[src/rtl/fp_class_pipe.sv]
// Multi-lane floating-point classifier with a valid/ready register pipeline.
// It produces a one-hot class and a raw zero-exponent flag per lane, and keeps a saturating count of delivered +/-0 lanes.
module fp_class_pipe #(
   parameter int SIGN_W      = 1,
   parameter int EXPO_W      = 8,
   parameter int MANT_W      = 23,
   parameter int LANES       = 4,
   parameter int PIPE_STAGES = 2,
   parameter int CNT_W       = 16
) (
   input  logic                                      clk,
   input  logic                                      rst_n,
   input  logic                                      daz,
   input  logic                                      in_valid,
   output logic                                      in_ready,
   input  logic [LANES*(SIGN_W+EXPO_W+MANT_W)-1:0]   in_data,
   output logic                                      out_valid,
   input  logic                                      out_ready,
   output logic [LANES*10-1:0]                       out_class,
   output logic [LANES-1:0]                          out_zexp,
   input  logic                                      cnt_clr,
   output logic [CNT_W-1:0]                          zero_cnt
);

   localparam int FP_W  = SIGN_W + EXPO_W + MANT_W;
   localparam int NZ_W  = $clog2(LANES + 1);
   localparam int SUM_W = ((CNT_W > NZ_W) ? CNT_W : NZ_W) + 1;
   localparam logic [CNT_W-1:0] CNT_MAX = '1;

   function automatic logic [9:0] classify(input logic [FP_W-1:0] fp, input logic daz_en);
      logic              sgn;
      logic [EXPO_W-1:0] ex;
      logic [MANT_W-1:0] mn;
      logic [9:0]        c;
      // With no sign field every operand is treated as positive.
      sgn = (SIGN_W > 0) ? fp[FP_W-1] : 1'b0;
      ex  = fp[MANT_W +: EXPO_W];
      mn  = fp[MANT_W-1:0];
      c   = '0;
      if (ex == '0) begin
         if (mn == '0 || daz_en) begin
            if (sgn) c[3] = 1'b1;
            else     c[4] = 1'b1;
         end else begin
            if (sgn) c[2] = 1'b1;
            else     c[5] = 1'b1;
         end
      end else if (ex == '1) begin
         if (mn == '0) begin
            if (sgn) c[0] = 1'b1;
            else     c[7] = 1'b1;
         end else if (mn[MANT_W-1]) begin
            c[9] = 1'b1;
         end else begin
            c[8] = 1'b1;
         end
      end else begin
         if (sgn) c[1] = 1'b1;
         else     c[6] = 1'b1;
      end
      return c;
   endfunction

   function automatic logic [CNT_W-1:0] sat_add(input logic [CNT_W-1:0] a, input logic [NZ_W-1:0] b);
      logic [SUM_W-1:0] s;
      s = SUM_W'(a) + SUM_W'(b);
      if (s > SUM_W'(CNT_MAX)) return CNT_MAX;
      return s[CNT_W-1:0];
   endfunction

   // ---- stage 0: combinational classification of the incoming beat
   logic [LANES*10-1:0] cls_p0;
   logic [LANES-1:0]    zexp_p0;

   always_comb begin
      for (int i = 0; i < LANES; i++) begin
         cls_p0[i*10 +: 10] = classify(in_data[i*FP_W +: FP_W], daz);
         zexp_p0[i]         = (in_data[i*FP_W + MANT_W +: EXPO_W] == '0);
      end
   end

   // ---- stages 1..PIPE_STAGES: registered pipeline with collapsing bubbles
   logic [PIPE_STAGES-1:0] vld_q, vld_d, vld_src, stage_ld;
   logic [LANES*10-1:0]    cls_q    [PIPE_STAGES];
   logic [LANES*10-1:0]    cls_src  [PIPE_STAGES];
   logic [LANES-1:0]       zexp_q   [PIPE_STAGES];
   logic [LANES-1:0]       zexp_src [PIPE_STAGES];

   assign vld_src[0]  = in_valid;
   assign cls_src[0]  = cls_p0;
   assign zexp_src[0] = zexp_p0;

   for (genvar k = 1; k < PIPE_STAGES; k++) begin : g_src
      assign vld_src[k]  = vld_q[k-1];
      assign cls_src[k]  = cls_q[k-1];
      assign zexp_src[k] = zexp_q[k-1];
   end

   // A stage may load whenever any stage at or after it is empty, or the sink accepts.
   always_comb begin
      stage_ld = '0;
      vld_d    = vld_q;
      for (int k = 0; k < PIPE_STAGES; k++) begin
         stage_ld[k] = out_ready;
         for (int j = k; j < PIPE_STAGES; j++) begin
            if (!vld_q[j]) stage_ld[k] = 1'b1;
         end
         if (stage_ld[k]) vld_d[k] = vld_src[k];
      end
   end

   always_ff @(posedge clk or negedge rst_n) begin
      if (!rst_n) vld_q <= '0;
      else        vld_q <= vld_d;
   end

   always_ff @(posedge clk) begin
      for (int k = 0; k < PIPE_STAGES; k++) begin
         if (stage_ld[k]) begin
            cls_q[k]  <= cls_src[k];
            zexp_q[k] <= zexp_src[k];
         end
      end
   end

   assign in_ready  = stage_ld[0];
   assign out_valid = vld_q[PIPE_STAGES-1];
   assign out_class = cls_q[PIPE_STAGES-1];
   assign out_zexp  = zexp_q[PIPE_STAGES-1];

   // ---- output side: count +/-0 lanes on every delivered beat
   logic [NZ_W-1:0]  nz_cnt;
   logic [CNT_W-1:0] cnt_q, cnt_d;

   always_comb begin
      nz_cnt = '0;
      for (int i = 0; i < LANES; i++) begin
         nz_cnt = nz_cnt + NZ_W'(out_class[i*10 + 3] | out_class[i*10 + 4]);
      end
      cnt_d = cnt_q;
      if (cnt_clr)                     cnt_d = '0;
      else if (out_valid && out_ready) cnt_d = sat_add(cnt_q, nz_cnt);
   end

   always_ff @(posedge clk or negedge rst_n) begin
      if (!rst_n) cnt_q <= '0;
      else        cnt_q <= cnt_d;
   end

   assign zero_cnt = cnt_q;

endmodule

[config.mk]
export PLATFORM = sky130hd
export DESIGN_NAME = fp_class_pipe
export DESIGN_NICKNAME = d
export VERILOG_FILES = /design/src/rtl/fp_class_pipe.sv
export SDC_FILE = /design/constraint.sdc
export NUM_CORES = 1
export LEC_CHECK = 0
export BUFFER_PORTS_ARGS = -buffer_cell sky130_fd_sc_hd__buf_2
export CORE_ASPECT_RATIO = 1.2
export CORE_MARGIN = 5
export CORE_UTILIZATION = 45
export CTS_BUF_LIST = sky130_fd_sc_hd__clkbuf_4
export CTS_CLUSTER_DIAMETER = 30
export DETAILED_ROUTE_END_ITERATION = 8
export PLACE_DENSITY = 0.77
export SETUP_SLACK_MARGIN = 0.5
export SYNTH_ARGS = -nofsm -noshare
export SYNTH_HDL_FRONTEND = slang
export SYNTH_SLANG_ARGS = --single-unit
[constraint.sdc]
create_clock -name clk -period 3.4 [get_ports clk]
set_clock_uncertainty 0.1 [all_clocks]
set_input_delay 0.68 -clock clk [delete_from_list [all_inputs] [get_ports clk]]
set_output_delay 0.68 -clock clk [all_outputs]
set_load 0.05 [all_outputs]
[Word level (Yosys, flattened, before mapping)]
Memories as Yosys holds them, arrays and structs flattened.
Cells that the tools add are included.
Word-level totals
  memories kept: 2
  RAM bits: 88
  output and inout port bits: 62
  register bits after elaboration: 18
  input port bits: 134
  word-level logic and storage cells: 114
Operators by class
  $lt $le $gt $ge: 1
  equal/unequal tests: 4
  bitwise logic cells: 4
  reductions and logical operators: 14
  add/subtract/negate cells: 4
  muxes and demuxes: 82
Memories
  cls_q: depth 2, bits a word 40, rd ports 2, clocked after memory_dff 0, wr ports 2, RTL line 84  | logic [LANES*10-1:0] cls_q [PIPE_STAGES];
  zexp_q: depth 2, bits a word 4, rd ports 2, clocked after memory_dff 0, wr ports 2, RTL line 86  | logic [LANES-1:0] zexp_q [PIPE_STAGES];
Operators with widths (count)
  logical NOT 23 bit: 4
  2-to-1 mux 16 bit: 4
  2-to-1 mux 1 bit: 54
  == test 8 bit (second input constant): 4
  logical NOT 8 bit: 4
  2-to-1 mux 4 bit: 8
  2-to-1 mux 2 bit: 12
  adder 16 x 3 -> 17 bit: 1
  greater-than comparator 17 x 16 -> 1 bit (second input constant): 1
  2-to-1 mux 3 bit: 4
  logical OR 1 bit: 4
  bitwise OR 1 bit: 4
  adder 2 x 1 -> 3 bit: 1
  adder 3 x 1 -> 3 bit: 1
  adder 1 x 1 -> 2 bit: 1
  nonzero test 2 bit: 1
  logical AND 1 bit: 1

[Depth between registers and ports, before layout]
  depth in word-level cells: 12
  gate-level depth with buffers: 9
  mapped depth without buffers: 9

[Worst setup path after synthesis]
No wires, ideal clock.
  path kind: register to register
  start point: register vld_q[1]
  end point: memory cls_q[0][0] in the netlist's numbering (enable)
  arrival: 2214 ps
  path buffers: 0
  slack: 273 ps
  cell stages (with the launch flop): 2
  period minus slack after synthesis: 3127 ps
  required time: 2486 ps
  library setup time: 814 ps
  cells stage by stage: dfrtp_1 > nand3b_1
RTL lines
  from (decl): RTL line 83  | logic [PIPE_STAGES-1:0] vld_q, vld_d, vld_src, stage_ld;
  from (signal assigned): RTL line 114  | else vld_q <= vld_d;
  to (decl): RTL line 84

[Final worst setup path]
  start point: register cnt_q[0] (netlist: zero_cnt[0])
  end point: register cnt_q[14] (netlist: zero_cnt[14])
On the way
  word-level cells in the longest chain between the ends: 8
Ends and longest elaborated chain
  from (decl): RTL line 133  | logic [CNT_W-1:0] cnt_q, cnt_d;
  from (signal assigned): RTL line 147  | else cnt_q <= cnt_d;
  adder 16 x 3 -> 17 bit (*): RTL line 66  | s = SUM_W'(a) + SUM_W'(b);
  greater-than comparator 17 x 16 -> 1 bit: RTL line 67  | if (s > SUM_W'(CNT_MAX)) return CNT_MAX;
  2-to-1 mux 1 bit: RTL line 67
  2-to-1 mux 1 bit: RTL line 142  | else if (out_valid && out_ready) cnt_d = sat_add(cnt_q, nz_cnt);
  2-to-1 mux 1 bit: RTL line 141  | if (cnt_clr) cnt_d = '0;
  2-to-1 mux 16 bit (*): RTL line 68  | return s[CNT_W-1:0];
  2-to-1 mux 16 bit (*): RTL line 142
  2-to-1 mux 16 bit (*): RTL line 141
Mark *: on every way between the ends. The rest lies on a longest branch, timed or not. The select of a mux whose other input is x is not followed.
A chain may end at the register's enable or synchronous reset.

==> flow_metrics.tcl <==
set metrics [dict create \
    endpoint_kind "flop" \
    synth-seq-cells 106 \
    yosys_warnings 0 \
    hp-class "input port to async pin" \
    yosysSeqAreaShare_pct 66.6 \
    ys.flop_type "edfxtp_1" \
    row_count 40 \
    vias_per_cell 5.38 \
    drc_errors 0 \
    ys_async_sr_fraction_pct 17.0 \
    tns_ns 0 \
    die_y_um 121 \
    slew_viol_final 0 \
    ir_drop_v 0.000200 \
    htreeDepth 3 \
    rsz0062_at_grt "false" \
    grt_first_pass_wirelength_mm 15.7 \
    yosys-top-cells-count "88 x edfxtp_1, 44 x buf_4, 26 x nor4_1" \
    synth.top_cell.area_share_pct 56.9 \
    routed-via-count 3424 \
    port_buffers 195 \
    clk_latency_ns 0.45 \
    nets 644 \
    slew_headroom_pct 61.0 \
    ios 196 \
    reg2reg_to "zero_cnt[14]" \
    cts.clk_slew.worst_paths_ns 0.15 \
    cts_made_buffers 9 \
    wl_per_cell_um 16.0 \
    place_congestion 0.937 \
    period_minus_slack_ns 2.75 \
    hold_violations 0 \
    synth.avg_cell_area_um2 13.5 \
    r2r_start "zero_cnt[0]" \
    cp.arrival_ns 3.02 \
    dr.pass1.iters 6 \
    routed_wl_mm 10.2 \
    area_delta_synth_final_pct 20.1 \
    r2r_cells 9 \
    power_mw 2.57 \
    crit_required_ns 3.67 \
    path_max_fanout 4 \
    synthDistinctLibCells 41 \
    max_freq_ghz 0.364 \
    drt_iter0_drc 133 \
    dpl.hpwl_mm 7.97 \
    synth_area_leaders "edfxtp_1 57%, dfrtp_1 9.7%, buf_4 7.1%, nor4_1 3.5%, nor3_1 2.5%" \
    startpoint_type "flop" \
    syn_nets 482 \
    synth_area_um2 4650 \
    r2r_setup_slack_ns 0.65 \
    worstSetupPathType "flop to flop" \
    slowest_stage "fa_1" \
    tightestPinTransition_ns 0.585 \
    period_share_pct 80.7 \
    grt_max_degree 46 \
    die_w_um 103 \
    synthCells 344 \
    setup_viol 0 \
    leakage_nw 2.47 \
    drv_cap 0 \
    antenna_left 0 \
    initial_core_util_pct 46.2 \
    drive_above_1_share_pct 45.4 \
    powerDensity_nw_per_um2 460 \
    path_cells "inv_1 -> fa_1 -> inv_1 -> fa_1 -> fa_2 -> nand4_1 -> nor3_1 -> and4b_1 -> a211oi_1" \
    synth.most_common_cell "edfxtp_1" \
    diodes 0 \
    cts_tree "done" \
    core_um2 10100 \
    synth_edf_count 88 \
    synth_top_cell_by_area "edfxtp_1" \
    outcome "finished, final reports clean" \
    clkSinkCount 106 \
    slowest_delay_ns 0.54 \
    overflow 0 \
    cts_root_buffer "clkbuf_4" \
    track_usage_pct 16.2 \
    grt_pass1_vias 3407 \
    die-area_um2 12500 \
    clockBufferDepth 2 \
    antenna_found_initial 0 \
]
==> report_power, final <==
group          leakage [nW]  switching [mW]  internal (mW)
clock network        0.0709           0.385          0.155
registers              1.19          0.0335           1.51
logic                  1.21           0.347          0.133
==> flip-flops by register name, indices dropped and copies added (netlist names) <==
name      count
cls_q        80
zero_cnt     16
zexp_q        8
vld_q         2
==> cell type report <==
type	instances	area, um^2
well taps	126	158
clock inverters	6	31.3
inverters	6	22.5
multi-input cells	185	1200
clock buffers	10	75.1
repair buffers	198	998
flip-flops and latches	106	3100
fillers	893	4480
==> critical path, delay by kind of cell (launching register included) <==
kind                       cells  cell delay (ns)
and+or+nand+nor                3             0.48
DFF                            1             0.39
adders and majority gates      3             1.38
AOI/OAI and AO/OA              1             0.21
buffers and inverters          2             0.12
==> layer usage <==
metal  global-route usage [%]  up-vias  part of all wire [%]
met5                        0        -                     0
met1                     20.4     1612                    40
met3                     5.46       12                   9.6
li1                         -     1628                     -
met4                     5.75        0                   1.5
met2                     25.9      172                    49
==> what timing repair did <==
action / 4_1_cts / 5_1_grt
hold buffers: 0 / 0
resized for setup: 0 / 3
setup buffers: 0 / 0
setup endpoints to repair: 0 / 7
==> cells by family (layout without fill, tap and decap cells) <==
group,count (synthesis),count (layout),share of synthesized area [%]
compound gates,38,38,6.09
mux,1,1,0.215
flops,106,106,66.6
buf+inv,53,220,7.84
fa+ha+maj,4,4,1.56
simple gates,142,142,17.7
==> cells in the final DEF, fill, tap and decap left out, types with 3 or more instances in the layout <==
master    netlist  final
nand4_1        13     13
o21bai_1        3      3
nand3_1         3      3
or4_1           8      8
buf_4          44      3
a21oi_1         6      6
nor4_1         26     26
and3_1         10     10
nand2_1        16     15
and3b_1         4      4
dfrtp_1        18     16
a31oi_1         8      8
o21ba_2         4      4
o211a_1         3      3
clkinv_2        0      3
clkbuf_4        0     10
inv_1           6      6
buf_2           0    195
nor3_1         23     22
nor2_1         22     22
nor2_2          3      3
a211oi_1        6      6
edfxtp_1       88     88
==> worst max-delay path by stage <==
stage	startpoint	end	slack, ns	cells after the start
floorplan	out_ready	cls_q[0][0]	0.39	1
global placement	zero_cnt[0]	zero_cnt[14]	0.72	9
detailed placement	cls_q[0][43]	zero_cnt[0]	0.64	9
CTS	cls_q[0][44]	zero_cnt[0]	0.59	9
global route	zero_cnt[0]	zero_cnt[14]	0.56	9
finish	zero_cnt[0]	zero_cnt[14]	0.65	9
==> through the flow <==
step / area (um^2) / setup slack (ns) / hold slack [ns] / utilization (%) / std cells
detailed placement: 5470 / 0.642 / 0.305 / 54.3 / 621
global route: 5580 / 0.562 / 0.0235 / 55.5 / 637
floorplan: 4650 / 0.387 / 0.284 / - / 344
CTS: 5570 / 0.592 / 0.00804 / 55.4 / 637
global placement: 5470 / 0.718 / 0.301 / 54.3 / 621
finish: 5580 / 0.655 / 0.0307 / 55.5 / 637
(Power assumes the default switching activity.)
